===== src/rtl/seq_addsub.sv =====
// Multi-cycle ripple adder/subtractor: one CHUNK-bit slice per clock, LSB slice first,
// with a registered carry between slices and a start/busy/done handshake.
module seq_addsub #(
    parameter int WIDTH = 16,
    parameter int CHUNK = 4
) (
    input  logic             hz100,
    input  logic             reset,
    input  logic             start,
    input  logic             sub,
    input  logic             cin,
    input  logic [WIDTH-1:0] a,
    input  logic [WIDTH-1:0] b,
    output logic             busy,
    output logic             done,
    output logic [WIDTH-1:0] sum,
    output logic             cout,
    output logic             ovf,
    output logic             zero
);
    localparam int NCHUNK = WIDTH / CHUNK;
    localparam int IDX_W  = (NCHUNK > 1) ? $clog2(NCHUNK) : 1;
    localparam logic [IDX_W-1:0] LAST_IDX = IDX_W'(NCHUNK - 1);

    typedef enum logic [1:0] {S_IDLE, S_RUN, S_DONE} state_t;

    state_t           state_q, state_d;
    logic [WIDTH-1:0] a_q, a_d, b_q, b_d, res_q, res_d, sum_q, sum_d;
    logic [IDX_W-1:0] idx_q, idx_d;
    logic             carry_q, carry_d;
    logic             a_msb_q, a_msb_d, b_msb_q, b_msb_d;
    logic             cout_q, cout_d, ovf_q, ovf_d, zero_q, zero_d;
    logic [WIDTH-1:0] b_sel;
    logic [CHUNK:0]   slice_sum;

    // Operands shift right each slice so the active slice always sits in the low bits;
    // the MSBs needed for overflow are captured separately at start.
    assign slice_sum = {1'b0, a_q[CHUNK-1:0]} + {1'b0, b_q[CHUNK-1:0]} + {{CHUNK{1'b0}}, carry_q};
    assign b_sel     = sub ? ~b : b;

    always_comb begin
        state_d = state_q;
        a_d     = a_q;
        b_d     = b_q;
        res_d   = res_q;
        idx_d   = idx_q;
        carry_d = carry_q;
        a_msb_d = a_msb_q;
        b_msb_d = b_msb_q;
        sum_d   = sum_q;
        cout_d  = cout_q;
        ovf_d   = ovf_q;
        zero_d  = zero_q;
        case (state_q)
            S_IDLE, S_DONE: begin
                if (start) begin
                    state_d = S_RUN;
                    a_d     = a;
                    b_d     = b_sel;
                    carry_d = sub | cin;
                    idx_d   = '0;
                    res_d   = '0;
                    a_msb_d = a[WIDTH-1];
                    b_msb_d = b_sel[WIDTH-1];
                end else begin
                    state_d = S_IDLE;
                end
            end
            S_RUN: begin
                a_d     = a_q >> CHUNK;
                b_d     = b_q >> CHUNK;
                carry_d = slice_sum[CHUNK];
                // New slice enters at the top; after NCHUNK slices slice 0 lands at bit 0.
                res_d   = (res_q >> CHUNK) | (WIDTH'(slice_sum[CHUNK-1:0]) << (WIDTH - CHUNK));
                idx_d   = idx_q + 1'b1;
                if (idx_q == LAST_IDX) begin
                    state_d = S_DONE;
                    idx_d   = '0;
                    sum_d   = res_d;
                    cout_d  = slice_sum[CHUNK];
                    ovf_d   = (a_msb_q == b_msb_q) && (res_d[WIDTH-1] != a_msb_q);
                    zero_d  = (res_d == '0);
                end
            end
            default: state_d = S_IDLE;
        endcase
    end

    always_ff @(posedge hz100 or posedge reset) begin
        if (reset) begin
            state_q <= S_IDLE;
            a_q     <= '0;
            b_q     <= '0;
            res_q   <= '0;
            idx_q   <= '0;
            carry_q <= 1'b0;
            a_msb_q <= 1'b0;
            b_msb_q <= 1'b0;
            sum_q   <= '0;
            cout_q  <= 1'b0;
            ovf_q   <= 1'b0;
            zero_q  <= 1'b0;
        end else begin
            state_q <= state_d;
            a_q     <= a_d;
            b_q     <= b_d;
            res_q   <= res_d;
            idx_q   <= idx_d;
            carry_q <= carry_d;
            a_msb_q <= a_msb_d;
            b_msb_q <= b_msb_d;
            sum_q   <= sum_d;
            cout_q  <= cout_d;
            ovf_q   <= ovf_d;
            zero_q  <= zero_d;
        end
    end

    assign busy = (state_q == S_RUN);
    assign done = (state_q == S_DONE);
    assign sum  = sum_q;
    assign cout = cout_q;
    assign ovf  = ovf_q;
    assign zero = zero_q;
endmodule

===== config.mk =====
export PLATFORM = sky130hd
export DESIGN_NAME = seq_addsub
export DESIGN_NICKNAME = d
export VERILOG_FILES = /design/src/rtl/seq_addsub.sv
export SDC_FILE = /design/constraint.sdc
export NUM_CORES = 1
export LEC_CHECK = 0
export ABC_CLOCK_PERIOD_IN_PS = 2950
export CAP_MARGIN = 20
export CORE_ASPECT_RATIO = 1.25
export CORE_MARGIN = 5
export CORE_UTILIZATION = 30
export CTS_BUF_LIST = sky130_fd_sc_hd__clkbuf_4 sky130_fd_sc_hd__clkbuf_8
export CTS_CLUSTER_SIZE = 30
export DETAILED_ROUTE_END_ITERATION = 8
export SYNTH_ARGS = -nofsm -noshare
export SYNTH_HDL_FRONTEND = slang
export SYNTH_SLANG_ARGS = --single-unit

===== constraint.sdc =====
create_clock -name hz100 -period 2.95 [get_ports hz100]
set_input_delay 0.59 -clock hz100 [delete_from_list [all_inputs] [get_ports hz100]]
set_output_delay 0.59 -clock hz100 [all_outputs]
set_load 0.01 [all_outputs]

==> flow_summary.json <==
{
  "area_growth_pct": 27.6,
  "nFillCells": 1004,
  "drt-pass1-iter-count": 4,
  "drt_iter0_drc": 101,
  "critPathMaxFanout": 40,
  "start_util_pct": 30.6,
  "wl_per_cell_um": 14.7,
  "finalWirelength_um": 6670,
  "worst_pin_slew_ns": 0.656,
  "synth_flop_cell": "dfrtp_1",
  "relSlewSlack_pct": 56.2,
  "vdd_drop_max_mv": 0.277,
  "finalSetupTns_ns": 0,
  "final_cell_mix": "dfrtp_1, clkdlybuf4s50_1, nand2_1, xnor2_1, a221o_1",
  "yosysSeqAreaShare_pct": 56.6,
  "clk_pin_slew_ns": 0.07,
  "synth_top_family_by_area": "compound AO/OA/AOI/OAI gates",
  "route.detailed.drc": 0,
  "numClockSinks": 70,
  "antennaDiodeCount": 0,
  "multi_input_area_um2": 1200,
  "syn_area_per_cell_um2": 11.8,
  "worst_setup_path_start_kind": "flop",
  "cts_setup_buffers": 0,
  "ys.warnings.count": 0,
  "synthMuxAreaShare_pct": 5.10,
  "grt_max_degree": 46,
  "cap_violations": 0,
  "clockRootBuffer": "clkbuf_8",
  "worstHoldPathType": "reg2reg",
  "vias": 2193,
  "cts-resized-gates": 0,
  "clock_latency_ns": 0.34,
  "rrSetupSlack_ns": 0.85,
  "synth_edf_count": 0,
  "crit_path_max_incr_delay_ns": 0.63,
  "grt.overflow.total": 0,
  "setup_viol": 0,
  "synth_largest_area_cell": "dfrtp_1",
  "synth_top_cell_area_share_pct": 56.6,
  "fin_skew_ns": 0.00828,
  "end_kind": "primary output",
  "antenna_found_initial": 0,
  "tritoncts": "built",
  "vias_per_cell": 4.83,
  "die_w_um": 101,
  "num-nets-final": 363,
  "ant_nets": 0,
  "fin_crit_sh_pct": 83.9,
  "p_leak_nw": 1.75,
  "layout_commonest_cell": "dfrtp_1",
  "synth-xor-area-share_pct": 5.10,
  "path_class": "reg2out",
  "fp.dieArea_um2": 12500,
  "status": "finished, final reports clean",
  "place_congestion": 0.739,
  "drive_gt1_share_pct": 13.2,
  "hold_viol": 0,
  "hold_start": "a_q[9]",
  "regArea_um2": 1750,
  "fin_ws_ns": 0.475,
  "syn_nets": 306,
  "place_ws_ns": 0.817,
  "core-area_um2": 10100,
  "drv_slew": 0,
  "path_cells": "nand2b_4, inv_4, clkdlybuf4s50_1",
  "grt_usage_pct": 11.8,
  "synth_compound_area_share_pct": 14.5,
  "holdPathStages": 2,
  "yosys.area_share.simple_pct": 11.3,
  "worstRegToRegCells": 7,
  "synth_fa_ha_area_share_pct": 2.91,
  "reg2reg_from": "b_q[0]",
  "grt_pass1_wl_um": 11300,
  "ys_types": 42,
  "dp_hpwl_um": 4660,
  "synth_area_um2": 3090,
  "crit_required_ns": 2.36,
  "synth_seq_cells": 70,
  "placement_rows": 41,
  "rsz0062_at_grt": "false",
  "clockBufferDepth": 2,
  "fin_crit_ns": 2.47,
  "p_per_area_nw_per_um2": 1030,
  "num_io_pins": 58,
  "arrival_ns": 1.88,
  "slowest_stage": "clkdlybuf4s50_1",
  "fmax_ghz": 0.404,
  "numCtsBuffers": 9,
  "hold_buffers": 0,
  "synth_area_leaders": "dfrtp_1, nand2_1, mux2_2",
  "r2r_end": "zero",
  "syn_inst": 263,
  "ys_async_sr_fraction_pct": 100,
  "port_buffers": 57,
  "grt_pass1_vias": 2248,
  "die_h_um": 124,
  "htreeDepth": 3,
  "hold_end": "a_q[9]"
}
report_power, final:
part / internal (mW) / switching [mW]
Combinational: 0.854 / 0.879
Clock: 0.343 / 0.344
Sequential: 1.38 / 0.280
state kept, by name, summed over array words and instances, names as in the netlist, 2 cells and up:
name	count
res_q	12
b_q	16
state_q	2
sum	16
a_q	16
idx_q	2
per-stage QoR:
| stage | power, mW | hold slack [ns] | instance area [um2] | instances | utilization, % |
|---|---|---|---|---|---|
| detailed placement | 3.43 | 0.464 | 3770 | 438 | 37.3 |
| CTS | 4.13 | 0.482 | 3950 | 454 | 39.0 |
| global route | 4.39 | 0.512 | 3950 | 454 | 39.0 |
| finish | 4.08 | 0.476 | 3950 | 454 | 39.0 |
| global placement | 3.37 | 0.459 | 3770 | 438 | 37.3 |
| floorplan | 2.85 | 0.446 | 3090 | 263 | - |
layer usage:
metal | vias up | wire length [um] | global-route usage [%]
met5 | - | 0 | 0
met4 | 0 | 143 | 5.56
li1 | 1041 | - | -
met3 | 13 | 357 | 3.61
met2 | 55 | 3290 | 18.9
met1 | 1084 | 2880 | 14.6
cell families after synthesis:
logic type,Yosys count
XOR/XNOR,18
adder cells (fa/ha/maj),6
multiplexers,14
AND/OR/NAND/NOR,74
AO/OA/AOI/OAI,57
buffers and inverters,24
flip-flops,70
final cells by class:
| cell class | count | share of cell area, % |
|---|---|---|
| sequential | 70 | 44.4 |
| multi-input combinational | 169 | 30.5 |
| inverter | 9 | 1.05 |
| tap | 129 | 4.09 |
| timing repair buffer | 61 | 15.5 |
| clock buffer | 12 | 3.87 |
| clock inverter | 4 | 0.571 |
worst max-delay path by stage:
stage,startpoint,to,slack [ns],cells after the start
after floorplan,reset,a_msb_q,0.59,1
after global placement,start,b_q[2],0.85,5
after detailed placement,start,b_q[9],0.82,5
after CTS,state_q[1],busy,0.46,3
after global routing,state_q[1],busy,0.39,3
final,state_q[1],busy,0.48,3
cells in the mapped netlist, drive strengths merged, types with 9 or more instances:
cell	n
a22oi	10
nor2	13
mux2	14
buf	14
xnor2	16
dfrtp	70
a22o	14
a221o	14
inv	9
o21ai	12
nand2	45
worst max-delay path, delay by kind of cell (launching register included):
family | cells | cell delay, ns
simple gates | 1 | 0.17
flops | 1 | 0.38
buf+inv | 2 | 0.99
No activity file was read; power rests on OpenSTA's default activity.
